<file path="src/rtl/mem_seq_pkg.sv">
// mem_seq_pkg: shared definitions for the byte-serialising memory sequencer.
//   - typeData encodings (byte / halfword / word; 2'b11 behaves as word)
//   - FSM state encoding
//   - default abort limit for a byte access that never gets MEM_ACK
//   - helpers: last byte index for a size, alignment check
package mem_seq_pkg;

    localparam logic [1:0] TD_BYTE = 2'b00;
    localparam logic [1:0] TD_HALF = 2'b01;
    localparam logic [1:0] TD_WORD = 2'b10;

    localparam int DEFAULT_TIMEOUT = 15;

    typedef enum logic [1:0] {
        ST_IDLE   = 2'd0,
        ST_ACCESS = 2'd1,
        ST_DONE   = 2'd2,
        ST_REARM  = 2'd3
    } state_t;

    // Index of the final byte of an item: N-1 for N = 1/2/4.
    function automatic logic [1:0] last_index(input logic [1:0] td);
        case (td)
            TD_BYTE: last_index = 2'd0;
            TD_HALF: last_index = 2'd1;
            default: last_index = 2'd3;
        endcase
    endfunction

    // Halfwords need an even address, words (and 2'b11) a multiple of four.
    function automatic logic misaligned(input logic [1:0] td, input logic [1:0] a);
        case (td)
            TD_BYTE: misaligned = 1'b0;
            TD_HALF: misaligned = a[0];
            default: misaligned = (a != 2'b00);
        endcase
    endfunction

endpackage

</file>
<file path="src/rtl/mem_seq_if.sv">
// mem_seq_if: bundles the control-unit side (MOV/RW/typeData/ADDR/WDATA in,
// RDATA/MOC/ERR/BUSY out) and the byte-wide RAM side (MEM_ADDR/MEM_DOUT/
// MEM_EN/MEM_WE out, MEM_DIN/MEM_ACK in) of the sequencer.
//   slave  : seen by the sequencer itself
//   master : seen by the environment (control unit + RAM)
interface mem_seq_if
    import mem_seq_pkg::*;
#(
    parameter int ADDR_W = 8
);
    logic              MOV;
    logic              RW;
    logic [1:0]        typeData;
    logic [31:0]       ADDR;
    logic [31:0]       WDATA;
    logic [31:0]       RDATA;
    logic              MOC;
    logic              ERR;
    logic              BUSY;
    logic [ADDR_W-1:0] MEM_ADDR;
    logic [7:0]        MEM_DOUT;
    logic [7:0]        MEM_DIN;
    logic              MEM_EN;
    logic              MEM_WE;
    logic              MEM_ACK;

    modport slave (
        input  MOV, RW, typeData, ADDR, WDATA, MEM_DIN, MEM_ACK,
        output RDATA, MOC, ERR, BUSY, MEM_ADDR, MEM_DOUT, MEM_EN, MEM_WE
    );

    modport master (
        output MOV, RW, typeData, ADDR, WDATA, MEM_DIN, MEM_ACK,
        input  RDATA, MOC, ERR, BUSY, MEM_ADDR, MEM_DOUT, MEM_EN, MEM_WE
    );
endinterface

</file>
<file path="src/rtl/mem_seq_timer.sv">
// mem_seq_timer: loadable wait counter for one byte access.
//   clk, rst_n : clock, asynchronous active-low reset
//   clear      : reload to zero (start of a byte / byte acknowledged)
//   count_en   : count one waiting cycle
//   expired    : high during the LIMIT-th waiting cycle, i.e. the last cycle
//                in which an acknowledge is still accepted
module mem_seq_timer
    import mem_seq_pkg::*;
#(
    parameter int LIMIT = DEFAULT_TIMEOUT
) (
    input  logic clk,
    input  logic rst_n,
    input  logic clear,
    input  logic count_en,
    output logic expired
);
    localparam int CW = $clog2(LIMIT + 1);

    logic [CW-1:0] cnt;

    assign expired = (cnt == CW'(LIMIT - 1));

    always_ff @(posedge clk or negedge rst_n) begin
        if (!rst_n) begin
            cnt <= '0;
        end else if (clear) begin
            cnt <= '0;
        end else if (count_en && !expired) begin
            cnt <= cnt + CW'(1);
        end
    end
endmodule

</file>
<file path="src/rtl/mem_seq.sv">
// mem_seq: splits a byte/halfword/word transfer from the control unit into
// big-endian byte accesses on a byte-wide RAM with an EN/ACK handshake.
//   CLK      : system clock, rising edge
//   CLR      : asynchronous active-low reset
//   bus      : mem_seq_if.slave
//              control side - MOV, RW, typeData, ADDR, WDATA in;
//                             RDATA, MOC, ERR, BUSY out
//              RAM side     - MEM_ADDR, MEM_DOUT, MEM_EN, MEM_WE out;
//                             MEM_DIN, MEM_ACK in
// Misaligned requests finish at once with ERR; a byte that is not
// acknowledged within TIMEOUT cycles aborts the transfer with ERR.
module mem_seq
    import mem_seq_pkg::*;
#(
    parameter int TIMEOUT = DEFAULT_TIMEOUT,
    parameter int ADDR_W  = 8
) (
    input  logic     CLK,
    input  logic     CLR,
    mem_seq_if.slave bus
);
    state_t            state, state_n;
    logic              rw_q;
    logic              err_q;
    logic [1:0]        last_q;
    logic [1:0]        k_q;
    logic [1:0]        byte_sel;
    logic [ADDR_W-1:0] addr_q;
    logic [31:0]       wdata_q;
    logic [31:0]       asm_q;
    logic [31:0]       rdata_q;
    logic              in_access;
    logic              req_bad;
    logic              last_byte;
    logic              tmo_hit;
    logic              tmr_clear;
    logic              unused_addr_hi;

    assign in_access = (state == ST_ACCESS);
    assign req_bad   = misaligned(bus.typeData, bus.ADDR[1:0]);
    assign last_byte = (k_q == last_q);
    // Big-endian: byte k of the item is byte (N-1-k) of the right-justified word.
    assign byte_sel  = last_q - k_q;
    // The wait count restarts for every byte and is idle outside ACCESS.
    assign tmr_clear = !in_access || bus.MEM_ACK;
    // Address bits above the RAM width are intentionally ignored.
    assign unused_addr_hi = ^bus.ADDR[31:ADDR_W];

    mem_seq_timer #(
        .LIMIT(TIMEOUT)
    ) u_timer (
        .clk     (CLK),
        .rst_n   (CLR),
        .clear   (tmr_clear),
        .count_en(in_access),
        .expired (tmo_hit)
    );

    always_ff @(posedge CLK or negedge CLR) begin
        if (!CLR) begin
            state <= ST_IDLE;
        end else begin
            state <= state_n;
        end
    end

    always_comb begin
        state_n = state;
        case (state)
            ST_IDLE: begin
                if (bus.MOV) begin
                    state_n = req_bad ? ST_DONE : ST_ACCESS;
                end
            end
            ST_ACCESS: begin
                if (bus.MEM_ACK) begin
                    if (last_byte) begin
                        state_n = ST_DONE;
                    end
                end else if (tmo_hit) begin
                    state_n = ST_DONE;
                end
            end
            ST_DONE: begin
                state_n = ST_REARM;
            end
            ST_REARM: begin
                // A MOV still held from the finished transfer must not restart.
                if (!bus.MOV) begin
                    state_n = ST_IDLE;
                end
            end
            default: begin
                state_n = ST_IDLE;
            end
        endcase
    end

    always_ff @(posedge CLK or negedge CLR) begin
        if (!CLR) begin
            rw_q    <= 1'b0;
            err_q   <= 1'b0;
            last_q  <= 2'd0;
            k_q     <= 2'd0;
            addr_q  <= '0;
            wdata_q <= '0;
            asm_q   <= '0;
            rdata_q <= '0;
        end else begin
            case (state)
                ST_IDLE: begin
                    if (bus.MOV) begin
                        rw_q    <= bus.RW;
                        err_q   <= req_bad;
                        last_q  <= last_index(bus.typeData);
                        k_q     <= 2'd0;
                        addr_q  <= bus.ADDR[ADDR_W-1:0];
                        wdata_q <= bus.WDATA;
                        asm_q   <= '0;
                    end
                end
                ST_ACCESS: begin
                    if (bus.MEM_ACK) begin
                        asm_q <= {asm_q[23:0], bus.MEM_DIN};
                        k_q   <= k_q + 2'd1;
                        // Publish on the final byte so RDATA is valid alongside MOC.
                        if (last_byte && rw_q) begin
                            rdata_q <= {asm_q[23:0], bus.MEM_DIN};
                        end
                    end else if (tmo_hit) begin
                        err_q <= 1'b1;
                    end
                end
                default: begin
                end
            endcase
        end
    end

    assign bus.RDATA    = rdata_q;
    assign bus.MOC      = (state == ST_DONE);
    assign bus.ERR      = (state == ST_DONE) && err_q;
    assign bus.BUSY     = (state != ST_IDLE);
    assign bus.MEM_EN   = in_access;
    assign bus.MEM_WE   = in_access && !rw_q;
    assign bus.MEM_ADDR = in_access ? (addr_q + ADDR_W'(k_q)) : '0;
    assign bus.MEM_DOUT = (in_access && !rw_q) ? wdata_q[{byte_sel, 3'b000} +: 8] : 8'h00;
endmodule

</file>
<file path="src/flat_wrapper.sv">
// flat-port wrapper written by rule: the top's interface ports become plain ports
module mem_seq_flat import mem_seq_pkg::*;
#(
    parameter int TIMEOUT = DEFAULT_TIMEOUT,
    parameter int ADDR_W  = 8
)
  (CLK, CLR, bus_MOV, bus_RW, bus_typeData, bus_ADDR, bus_WDATA, bus_MEM_DIN, bus_MEM_ACK, bus_RDATA, bus_MOC, bus_ERR, bus_BUSY, bus_MEM_ADDR, bus_MEM_DOUT, bus_MEM_EN, bus_MEM_WE);
  mem_seq_if #(.ADDR_W(ADDR_W)) bus_i ();
  input  logic CLK;
  input  logic CLR;
  input wire logic [$bits(bus_i.MOV)-1:0] bus_MOV;
  input wire logic [$bits(bus_i.RW)-1:0] bus_RW;
  input wire logic [$bits(bus_i.typeData)-1:0] bus_typeData;
  input wire logic [$bits(bus_i.ADDR)-1:0] bus_ADDR;
  input wire logic [$bits(bus_i.WDATA)-1:0] bus_WDATA;
  input wire logic [$bits(bus_i.MEM_DIN)-1:0] bus_MEM_DIN;
  input wire logic [$bits(bus_i.MEM_ACK)-1:0] bus_MEM_ACK;
  output wire logic [$bits(bus_i.RDATA)-1:0] bus_RDATA;
  output wire logic [$bits(bus_i.MOC)-1:0] bus_MOC;
  output wire logic [$bits(bus_i.ERR)-1:0] bus_ERR;
  output wire logic [$bits(bus_i.BUSY)-1:0] bus_BUSY;
  output wire logic [$bits(bus_i.MEM_ADDR)-1:0] bus_MEM_ADDR;
  output wire logic [$bits(bus_i.MEM_DOUT)-1:0] bus_MEM_DOUT;
  output wire logic [$bits(bus_i.MEM_EN)-1:0] bus_MEM_EN;
  output wire logic [$bits(bus_i.MEM_WE)-1:0] bus_MEM_WE;
  assign bus_i.MOV = bus_MOV;
  assign bus_i.RW = bus_RW;
  assign bus_i.typeData = bus_typeData;
  assign bus_i.ADDR = bus_ADDR;
  assign bus_i.WDATA = bus_WDATA;
  assign bus_i.MEM_DIN = bus_MEM_DIN;
  assign bus_i.MEM_ACK = bus_MEM_ACK;
  assign bus_RDATA = bus_i.RDATA;
  assign bus_MOC = bus_i.MOC;
  assign bus_ERR = bus_i.ERR;
  assign bus_BUSY = bus_i.BUSY;
  assign bus_MEM_ADDR = bus_i.MEM_ADDR;
  assign bus_MEM_DOUT = bus_i.MEM_DOUT;
  assign bus_MEM_EN = bus_i.MEM_EN;
  assign bus_MEM_WE = bus_i.MEM_WE;
  mem_seq #(.TIMEOUT(TIMEOUT), .ADDR_W(ADDR_W)) u_core (.CLK(CLK), .CLR(CLR), .bus(bus_i));
endmodule
</file>
<file path="config.mk">
export PLATFORM = sky130hd
export DESIGN_NAME = mem_seq_flat
export DESIGN_NICKNAME = d
export VERILOG_FILES = /design/src/rtl/mem_seq_pkg.sv /design/src/rtl/mem_seq_if.sv /design/src/rtl/mem_seq_timer.sv /design/src/rtl/mem_seq.sv /design/src/flat_wrapper.sv
export SDC_FILE = /design/constraint.sdc
export NUM_CORES = 1
export LEC_CHECK = 0
export ABC_AREA = 0
export CORE_ASPECT_RATIO = 1.2
export CORE_MARGIN = 5
export CORE_UTILIZATION = 30
export DETAILED_ROUTE_END_ITERATION = 7
export GPL_TIMING_DRIVEN = 0
export PLACE_DENSITY_LB_ADDON = 0.12
export SETUP_SLACK_MARGIN = 0.02
export SYNTH_ARGS = -nofsm -noshare
export SYNTH_HDL_FRONTEND = slang
export SYNTH_SLANG_ARGS = --single-unit
</file>
<file path="constraint.sdc">
create_clock -name CLK -period 3.8 [get_ports CLK]
set_input_delay 0.38 -clock CLK [delete_from_list [all_inputs] [get_ports CLK]]
set_output_delay 0.38 -clock CLK [all_outputs]
set_load 0.01 [all_outputs]
</file>
==> results.json, run 1 <==
{
  "outcome": "complete, no violations",
  "drc": 0,
  "drt-initial-drc-count": 121,
  "crit_path_end_kind": "primary output",
  "yosysWarnings": 0,
  "via_per_inst": 4.543,
  "overflow": 0,
  "maxCapViolations": 0,
  "ys.flop_type": "dfrtp_1",
  "h-tree-depth": 3,
  "netlist.area_leader.share_pct": 57.96,
  "finalMaxSlewViolations": 0,
  "crit_type": "flip-flop to primary output",
  "die_w_um": 123.8,
  "place.gp.congestion": 0.7506,
  "wl_per_cell_um": 16.72,
  "hpwl_mm": 8.040,
  "syn_inst": 333,
  "ys_top_cells_by_area": "dfrtp_1 58%, mux2_2 17%, a22o_1 4.5%",
  "antenna_found_initial": 0,
  "syn2layout_area_growth_pct": 35.58,
  "path_cells": "inv_1 -> ha_1 -> buf_2 -> inv_2 -> or3_1 -> buf_1 -> o22ai_1 -> clkdlybuf4s50_1",
  "vias": 3021,
  "ctsLongestPathBuffers": 2,
  "rsz0062_at_grt": "no",
  "drive_gt1_share_pct": 21.23,
  "die_area_sq_mm": 0.01815,
  "row_count": 50,
  "syn-num-nets": 424,
  "place_inst": 649,
  "startpoint_type": "flip-flop",
  "synth.avg_cell_area_sq_um": 14.00,
  "n_antenna_cell": 0,
  "fin_crit_ps": 3265,
  "path_max_fanout": 10,
  "synth-seq-cells": 108,
  "grt_max_degree": 72,
  "finalHoldViolations": 0,
  "numCtsBuffers": 9,
  "p_leak_nw": 2.808,
  "synth_top_area_cell": "dfrtp_1",
  "async_flop_share_pct": 100.0,
  "root_buffer": "clkbuf_16",
  "setup_violations": 0,
  "fmax_mhz": 306.2,
  "startpoint": "u_core.state[1]",
  "finalCritPeriodShare_pct": 85.93,
  "slew_headroom_pct": 39.74,
  "worst_pin_slew_ps": 899.9,
  "postCtsSetupRepairBufs": 0,
  "postRouteAntennaNets": 0,
  "arrival_ps": 2890,
  "initial_utilization_pct": 30.18,
  "nFillCells": 1505,
  "slowest_delay_ps": 580,
  "grt_usage_pct": 12.86,
  "core_area_sq_mm": 0.01545,
  "synth.most_common_cell": "dfrtp_1",
  "grt_pass1_vias": 3299,
  "routed_wl_mm": 11.12,
  "syn_area_sq_mm": 0.004663,
  "cts_tree": "built",
  "ctsHoldBuffers": 0,
  "crit_slowest_cell": "clkdlybuf4s50_1",
  "hold_path_class": "input pin to asynchronous set/reset pin",
  "timing.rr.start": "u_core.state[0]",
  "synthTopCellsByCount": "108 x dfrtp_1, 70 x mux2_2, 24 x a22o_1",
  "worst-endpoint-required_ps": 3420,
  "synth_edf_count": 0,
  "peakVddDrop_uv": 244.1,
  "synth.distinct_cells": 32,
  "grt_pass1_wl_mm": 17.91,
  "ctsResizeCount": 0,
  "clk_pin_slew_ps": 70,
  "crit_buf_inv": 5,
  "clock-sinks": 108,
  "pre_cts_slack_ps": 903.9,
  "pin_count": 132,
  "io_buffers": 107,
  "setup_slack_ps": 534.6,
  "yosysSeqAreaShare_pct": 57.96,
  "final_cells": 665,
  "clk_latency_ps": 350,
  "powerDensity_mw_per_mm2": 737.4,
  "cp_top_family": "buffers and inverters",
  "fin_skew_ps": 9.157,
  "fin_nets": 543,
  "drt_pass1_iterations": 4,
  "die_height_um": 146.6
}
==> sequential cells by signal, indices dropped and copies added (netlist names) <==
register / cells
u_core.rw_q: 1
u_core.bus.RDATA: 32
u_core.k_q: 2
u_core.last_q: 2
u_core.asm_q: 24
u_core.wdata_q: 32
u_core.u_timer.cnt: 4
u_core.err_q: 1
u_core.addr_q: 8
u_core.state: 2
==> stage by stage <==
step	instance area [sq um]	power (mW)	util, %	setup TNS, ps	hold slack, ps
floorplan	4663	3.008	-	0	84.41
global placement	5995	3.738	38.79	-205840	469.1
detailed placement	6020	3.775	38.96	0	394.6
CTS	6322	4.760	40.92	0	12.04
global route	6322	4.996	40.92	0	40.86
finish	6322	4.662	40.92	0	9.692
==> worst paths after layout <==
path,slack [ps],cells after the start,to
min reg2reg,490,2,u_core.last_q[0]
max reg2reg,1500,5,u_core.wdata_q[11]
max in group asynchronous,3060,2,u_core.bus.RDATA[27]
max,530,8,bus_MEM_DOUT[6]
min,10,1,u_core.wdata_q[5]
min in group CLK,490,2,u_core.last_q[0]
==> per-layer routing <==
layer	GRT usage, %	part of all wire, %	routed length (um)	vias to the layer above
li1	-	-	-	1437
met1	17.05	45	5032	1506
met2	19.89	47	5248	67
met3	4.572	6.2	693	11
met4	3.490	1.3	142	0
met5	0	0	0	-
==> report_power, final <==
| part | switching [mW] | internal [mW] | total (mW) | leakage [nW] |
|---|---|---|---|---|
| Combinational | 0.853 | 1.04 | 1.89 | 1.27 |
| Sequential | 0.266 | 1.55 | 1.82 | 1.39 |
| Clock | 0.422 | 0.532 | 0.954 | 0.146 |
==> cell type report <==
| cell class | instances | area [sq um] | area share [%] |
|---|---|---|---|
| Sequential cell | 108 | 2703 | 42.75 |
| Multi-Input combinational cell | 204 | 1867 | 29.53 |
| Timing Repair Buffer | 108 | 1096 | 17.34 |
| Tap cell | 208 | 260.3 | 4.116 |
| Clock buffer | 11 | 242.7 | 3.839 |
| Buffer | 15 | 71.32 | 1.128 |
| Clock inverter | 5 | 60.06 | 0.9499 |
| Inverter | 6 | 22.52 | 0.3562 |
==> placed cells by master (no fill, tap or decap), types with 2 or more instances in the layout <==
cell             instances
o21ai_0                  4
o22ai_1                  9
a22o_1                  24
nor2_1                  12
and2_1                   3
nand3_1                  5
buf_2                    6
nand2_1                  7
nor2b_1                  4
xor2_1                   5
clkbuf_1                 8
clkdlybuf4s50_1        106
xnor2_1                  4
mux2_2                  70
and3_1                   3
a21oi_1                  8
nand2b_1                 3
dfrtp_1                108
nand4b_1                 2
inv_1                    5
clkbuf_16                9
ha_1                    11
mux2_1                   4
mux2i_1                 19
==> cells by family (layout without fill, tap and decap cells) <==
| group | count (synthesis) | after routing | synth area share, % |
|---|---|---|---|
| compound gates | 48 | 48 | 7.513 |
| xor+xnor | 11 | 11 | 2.871 |
| fa+ha+maj | 12 | 12 | 3.381 |
| buf+inv | 21 | 145 | 2.012 |
| flops | 108 | 108 | 57.96 |
| mux | 93 | 93 | 21.95 |
| simple gates | 40 | 40 | 4.320 |
No activity file was read; power rests on OpenSTA's default activity.
==> run 2, diff against run 1 <==
--- a/config.mk
+++ b/config.mk
@@ -15,4 +15,5 @@
 export SETUP_SLACK_MARGIN = 0.02
 export SYNTH_ARGS = -nofsm -noshare
 export SYNTH_HDL_FRONTEND = slang
+export SYNTH_HIERARCHICAL = 1
 export SYNTH_SLANG_ARGS = --single-unit
==> results.json, run 2 <==
{
  "outcome": "complete, no violations",
  "clock-sinks": 108,
  "holdWs_ps": 78.81,
  "yosysSeqAreaShare_pct": 57.32,
  "worst-endpoint-required_ps": 3420,
  "finalCritPeriodShare_pct": 84.42,
  "grt_pass1_vias": 3396,
  "postRouteAntennaNets": 0,
  "antenna_found_initial": 0,
  "synth_top_area_cell": "dfrtp_1",
  "worst_pin_slew_ps": 737.8,
  "startpoint_type": "flip-flop",
  "ctsLongestPathBuffers": 2,
  "ctsHoldBuffers": 0,
  "drive_gt1_share_pct": 24.18,
  "routed_wl_mm": 10.88,
  "synth_top_family_by_area": "multiplexers",
  "via_per_inst": 4.609,
  "crit_path_end_kind": "primary output",
  "grt_max_degree": 57,
  "pre_cts_slack_ps": 918.4,
  "arrival_ps": 2830,
  "die_w_um": 124.4,
  "synth_edf_count": 0,
  "root_buffer": "clkbuf_16",
  "synthMuxAreaShare_pct": 22.51,
  "synth.distinct_cells": 36,
  "io_buffers": 107,
  "syn_area_sq_mm": 0.004715,
  "peakVddDrop_uv": 274.2,
  "core_area_sq_mm": 0.01551,
  "final_cell_mix": "108 x dfrtp_1, 106 x clkdlybuf4s50_1, 75 x mux2_2",
  "path_max_fanout": 8,
  "synth_compound_area_share_pct": 7.351,
  "ys.flop_type": "dfrtp_1",
  "synth-seq-cells": 108,
  "async_flop_share_pct": 100.0,
  "drt_pass1_iterations": 4,
  "synthTopCellsByCount": "108 x dfrtp_1, 75 x mux2_2, 24 x a22o_1",
  "slew_headroom_pct": 50.81,
  "ff2ff_path_depth": 7,
  "drc": 0,
  "synth_adder_area_share_pct": 3.079,
  "vias": 3056,
  "hold_path_class": "input pin to asynchronous set/reset pin",
  "initial_utilization_pct": 30.39,
  "fmax_mhz": 311.7,
  "row_count": 50,
  "n_antenna_cell": 0,
  "yosysWarnings": 6,
  "crit_type": "flip-flop to primary output",
  "r2r_end": "u_core/asm_q[12]",
  "place.gp.congestion": 0.7400,
  "die_height_um": 147.3,
  "nFillCells": 1550,
  "fin_crit_ps": 3208,
  "power.total_mw": 4.505,
  "wl_per_cell_um": 16.41,
  "ctsResizeCount": 0,
  "maxCapViolations": 0,
  "r2r_slack_ps": 1340,
  "overflow": 0,
  "pin_count": 132,
  "timing.rr.start": "u_core/state[1]",
  "clk_pin_slew_ps": 70,
  "fin_nets": 541,
  "synthSimpleGateAreaFrac_pct": 5.573,
  "setup_tns_ps": 0,
  "powerDensity_mw_per_mm2": 710.6,
  "syn-num-nets": 422,
  "cts_tree": "built",
  "fin_skew_ps": 5.265,
  "h-tree-depth": 3,
  "numCtsBuffers": 9,
  "cp-endpoint": "bus_MEM_DOUT[6]",
  "syn2layout_area_growth_pct": 34.47,
  "rsz0062_at_grt": "no",
  "setup_violations": 0,
  "grt_pass1_wl_mm": 17.93,
  "final_common_cell": "dfrtp_1",
  "ys_top_cells_by_area": "dfrtp_1 57%, mux2_2 18%, a22o_1 4.5%",
  "syn_inst": 332,
  "setup_slack_ps": 591.9,
  "synth.most_common_cell": "dfrtp_1",
  "finalHoldViolations": 0,
  "synth_xor_area_share_pct": 1.858,
  "finalMaxSlewViolations": 0,
  "grt_usage_pct": 12.33,
  "postCtsSetupRepairBufs": 0,
  "clk_latency_ps": 350,
  "synth.avg_cell_area_sq_um": 14.20,
  "netlist.area_leader.share_pct": 57.32,
  "hpwl_mm": 8.106,
  "p_leak_nw": 2.812,
  "startpoint": "u_core/k_q[1]",
  "die_area_sq_mm": 0.01833,
  "drt-initial-drc-count": 150
}
run 2: kinds of logic (layout without fill, tap and decap cells):
kind of cell,count (synthesis),count (layout)
compound gates,47,47
xor+xnor,7,7
fa+ha+maj,11,11
buf+inv,25,148
flops,108,108
mux,84,84
simple gates,50,50
run 2: per-layer routing:
| layer | vias to the layer above | GRT usage [%] | share of wire [%] |
|---|---|---|---|
| met3 | 13 | 4.000 | 5.7 |
| li1 | 1435 | - | - |
| met1 | 1538 | 14.83 | 43 |
| met2 | 70 | 20.64 | 50 |
| met5 | - | 0 | 0 |
| met4 | 0 | 4.605 | 1.7 |
run 2: worst max-delay path, stage by stage, from the launching register on:
cell	delay [ps]
dfrtp_1	470
xnor2_2	330
xor2_4	400
mux4_1	610
and2_1	190
clkdlybuf4s50_1	480
run 2: how the worst min path moves through the flow:
stage,startpoint,end,slack [ps],cells past startpoint
detailed placement,u_core/wdata_q[10],u_core/wdata_q[10],480,1
global placement,u_core/last_q[0],u_core/last_q[0],470,2
finish,CLR,u_core/addr_q[6],80,1
floorplan,CLR,u_core/addr_q[0],80,0
CTS,CLR,u_core/bus.RDATA[31],110,1
global route,CLR,u_core/bus.RDATA[31],150,1
run 2: power by group:
group	switching [mW]	total, mW	internal (mW)
combinational	0.774	1.83	1.05
sequential	0.249	1.81	1.56
clock	0.412	0.875	0.462
run 2: final cells by class:
type | instances | area [sq um] | area share [%]
Sequential cell | 108 | 2703 | 42.63
Clock inverter | 3 | 22.52 | 0.3552
Buffer | 15 | 71.32 | 1.125
Timing Repair Buffer | 108 | 1096 | 17.29
Tap cell | 208 | 260.3 | 4.105
Multi-Input combinational cell | 199 | 1903 | 30.02
Inverter | 10 | 37.54 | 0.5921
Clock buffer | 12 | 246.5 | 3.888
run 2: through the flow:
| step | std cells | util, % | area [sq um] |
|---|---|---|---|
| after global routing | 663 | 40.86 | 6340 |
| after global placement | 647 | 38.97 | 6046 |
| after CTS | 663 | 40.86 | 6340 |
| after detailed placement | 648 | 39.13 | 6071 |
| final | 663 | 40.86 | 6340 |
| after floorplan | 332 | - | 4715 |
==> variant 1 (config.mk and constraints of run 1) <==
`ADDR_W` is set to 8 in 3 places; all go to 10.
--- a/src/rtl/mem_seq_if.sv
+++ b/src/rtl/mem_seq_if.sv
@@ -7,5 +7,5 @@
     import mem_seq_pkg::*;
 #(
-    parameter int ADDR_W = 8
+    parameter int ADDR_W = 10
 );
     logic              MOV;
--- a/src/rtl/mem_seq.sv
+++ b/src/rtl/mem_seq.sv
@@ -14,5 +14,5 @@
 #(
     parameter int TIMEOUT = DEFAULT_TIMEOUT,
-    parameter int ADDR_W  = 8
+    parameter int ADDR_W  = 10
 ) (
     input  logic     CLK,
--- a/src/flat_wrapper.sv
+++ b/src/flat_wrapper.sv
@@ -3,5 +3,5 @@
 #(
     parameter int TIMEOUT = DEFAULT_TIMEOUT,
-    parameter int ADDR_W  = 8
+    parameter int ADDR_W  = 10
 )
   (CLK, CLR, bus_MOV, bus_RW, bus_typeData, bus_ADDR, bus_WDATA, bus_MEM_DIN, bus_MEM_ACK, bus_RDATA, bus_MOC, bus_ERR, bus_BUSY, bus_MEM_ADDR, bus_MEM_DOUT, bus_MEM_EN, bus_MEM_WE);
Ports: changed (resized bus_MEM_ADDR); port bits go from 132 to 134. The function was not compared with the original's and may differ.
==> variant 1 against run 1 <==
The run now ends with negative hold slack left; die area increased by 2.5%; area after synthesis increased by 2.7%; count of clock-buffer cells in the layout increased by 3; critical endpoint is now bus_MEM_DOUT[4]; largest cell class unchanged; sequential cell count increased by 2; sequential power increased by 2%; non-clock buffer count increased by 3; via count increased by 3.8%; power decreased by 1.5%; critical path depth decreased by 3; final area increased by 2.6%; setup slack improved by 0.088 ns; routed wire length increased by 3.1%.
==> variant 1: results (changes against run 1) <==
[status]
status = complete, but fails checks
violations = negative hold slack

[pwr]
leakage_uw = 0.00284  ; +1.3%
ir_worst_vdd_v = 0.000297  ; +22%
p_sw_uw = 1430  ; -6.9%

[sta]
holdWs_ns = -0.00593  ; -0.0156 ns
fin_skew_ns = 0.00832  ; -0.000840 ns
tightestPinTransition_ns = 0.943  ; +0.0435 ns
finalCritPeriodShare_pct = 83.6  ; -2.3 points
hold_violations = 2  ; +2

[placed_design]
routabilityCongestion = 0.738  ; -1.7%
port_buffers = 111  ; +3.7%
place_area_um2 = 6190  ; +2.8%
dp_slack_ns = 0.968  ; +0.0644 ns
dp_cells = 656  ; +1.1%
place_hpwl_um = 8490  ; +5.6%

[drt]
drtIter0Drc = 70  ; -42%
wl_per_cell_um = 17.0  ; +2.0%
dr_wl_met3_um = 742  ; +7.1%
first_pass_iters = 3  ; -1
vias = 3136  ; +3.8%
wl_met2_um = 5610  ; +6.8%
met1_length_um = 4860  ; -3.4%

[synth]
syn_inst = 336  ; +0.90%
yosys_warnings = 0  ; unchanged
syn-num-nets = 426  ; +0.47%
synth_seq_area_share_pct = 57.5  ; -0.50 points
netlist_top_cells_count = dfrtp_1 (110), mux2_2 (77), a22o_1 (24)
synthDistinctLibCells = 36  ; +13%
synth_area_leaders = dfrtp_1 (57%), mux2_2 (18%), a22o_1 (4.4%), mux4_1 (3.8%), ha_1 (2.6%)

[setup_path]
arrival_ns = 2.80  ; -0.09 ns
r2r-end = u_core.asm_q[8]
crit_path_max_fanout = 8  ; -2
rr_startpoint = u_core.state[1]
rr_worst_depth = 6  ; +1
cp-endpoint = bus_MEM_DOUT[4]
setup.worst_path.start = u_core.k_q[1]
reg2reg_slack_ns = 1.31  ; -0.19 ns

[grt]
grt_usage_pct = 12.8  ; -0.032 points
grt_pass1_wl_um = 18800  ; +5.0%
grt_pass1_vias = 3585  ; +8.7%
grt_max_degree = 58  ; -19%

[clock_network]
clock_latency_ns = 0.35  ; about the same

[cells_and_area]
drive_gt1_share_pct = 21.3  ; +0.11 points
fin_nets = 549  ; +1.1%

[floorplan]
start_util_pct = 30.6  ; +0.45 points

[variant 1: worst max-delay path, cell delays in order (launching register included)]
cell             delay [ns]
dfrtp_1                0.47
xnor2_2                0.33
xor2_4                 0.38
mux4_1                 0.61
and2_1                 0.18
clkdlybuf4s50_1        0.48
[variant 1: per-stage QoR]
stage / TNS, ns / total power [uW]
finish: 0 / 4590
detailed placement: 0 / 3720
CTS: 0 / 4690
floorplan: 0 / 2980
global route: 0 / 4930
global placement: -221.91 / 3670
[variant 1: final cells by class]
type | count | area, um^2 | area share, %
multi-input cells | 204 | 1950 | 30.1
clock buffers | 14 | 254 | 3.92
clock inverters | 2 | 38.8 | 0.598
plain buffers | 14 | 57.6 | 0.888
flip-flops and latches | 110 | 2750 | 42.5
repair buffers | 112 | 1140 | 17.6
inverters | 8 | 30.0 | 0.463
well taps | 208 | 260 | 4.01
[variant 1: cell families after synthesis]
kind of cell | synth area share, %
buffers and inverters | 1.83
flip-flops | 57.5
XOR/XNOR | 2.38
AND/OR/NAND/NOR | 5.56
multiplexers | 22.8
AO/OA/AOI/OAI | 6.92
adder cells (fa/ha/maj) | 3.03
[variant 1: per-layer routing]
metal	GRT usage, %	up-vias
met5	0	-
met4	5.64	0
li1	-	1456
met2	21.7	87
met3	4.09	17
met1	15.0	1576
[variant 1: power groups by stage]
stage	clock network (uW)	logic (uW)	registers, uW
2_1_floorplan	0	1140	1840
3_3_place_gp	0	1800	1870
3_5_place_dp	0	1830	1890
4_1_cts	983	1840	1870
5_1_grt	1030	1970	1920
6_report	943	1790	1860
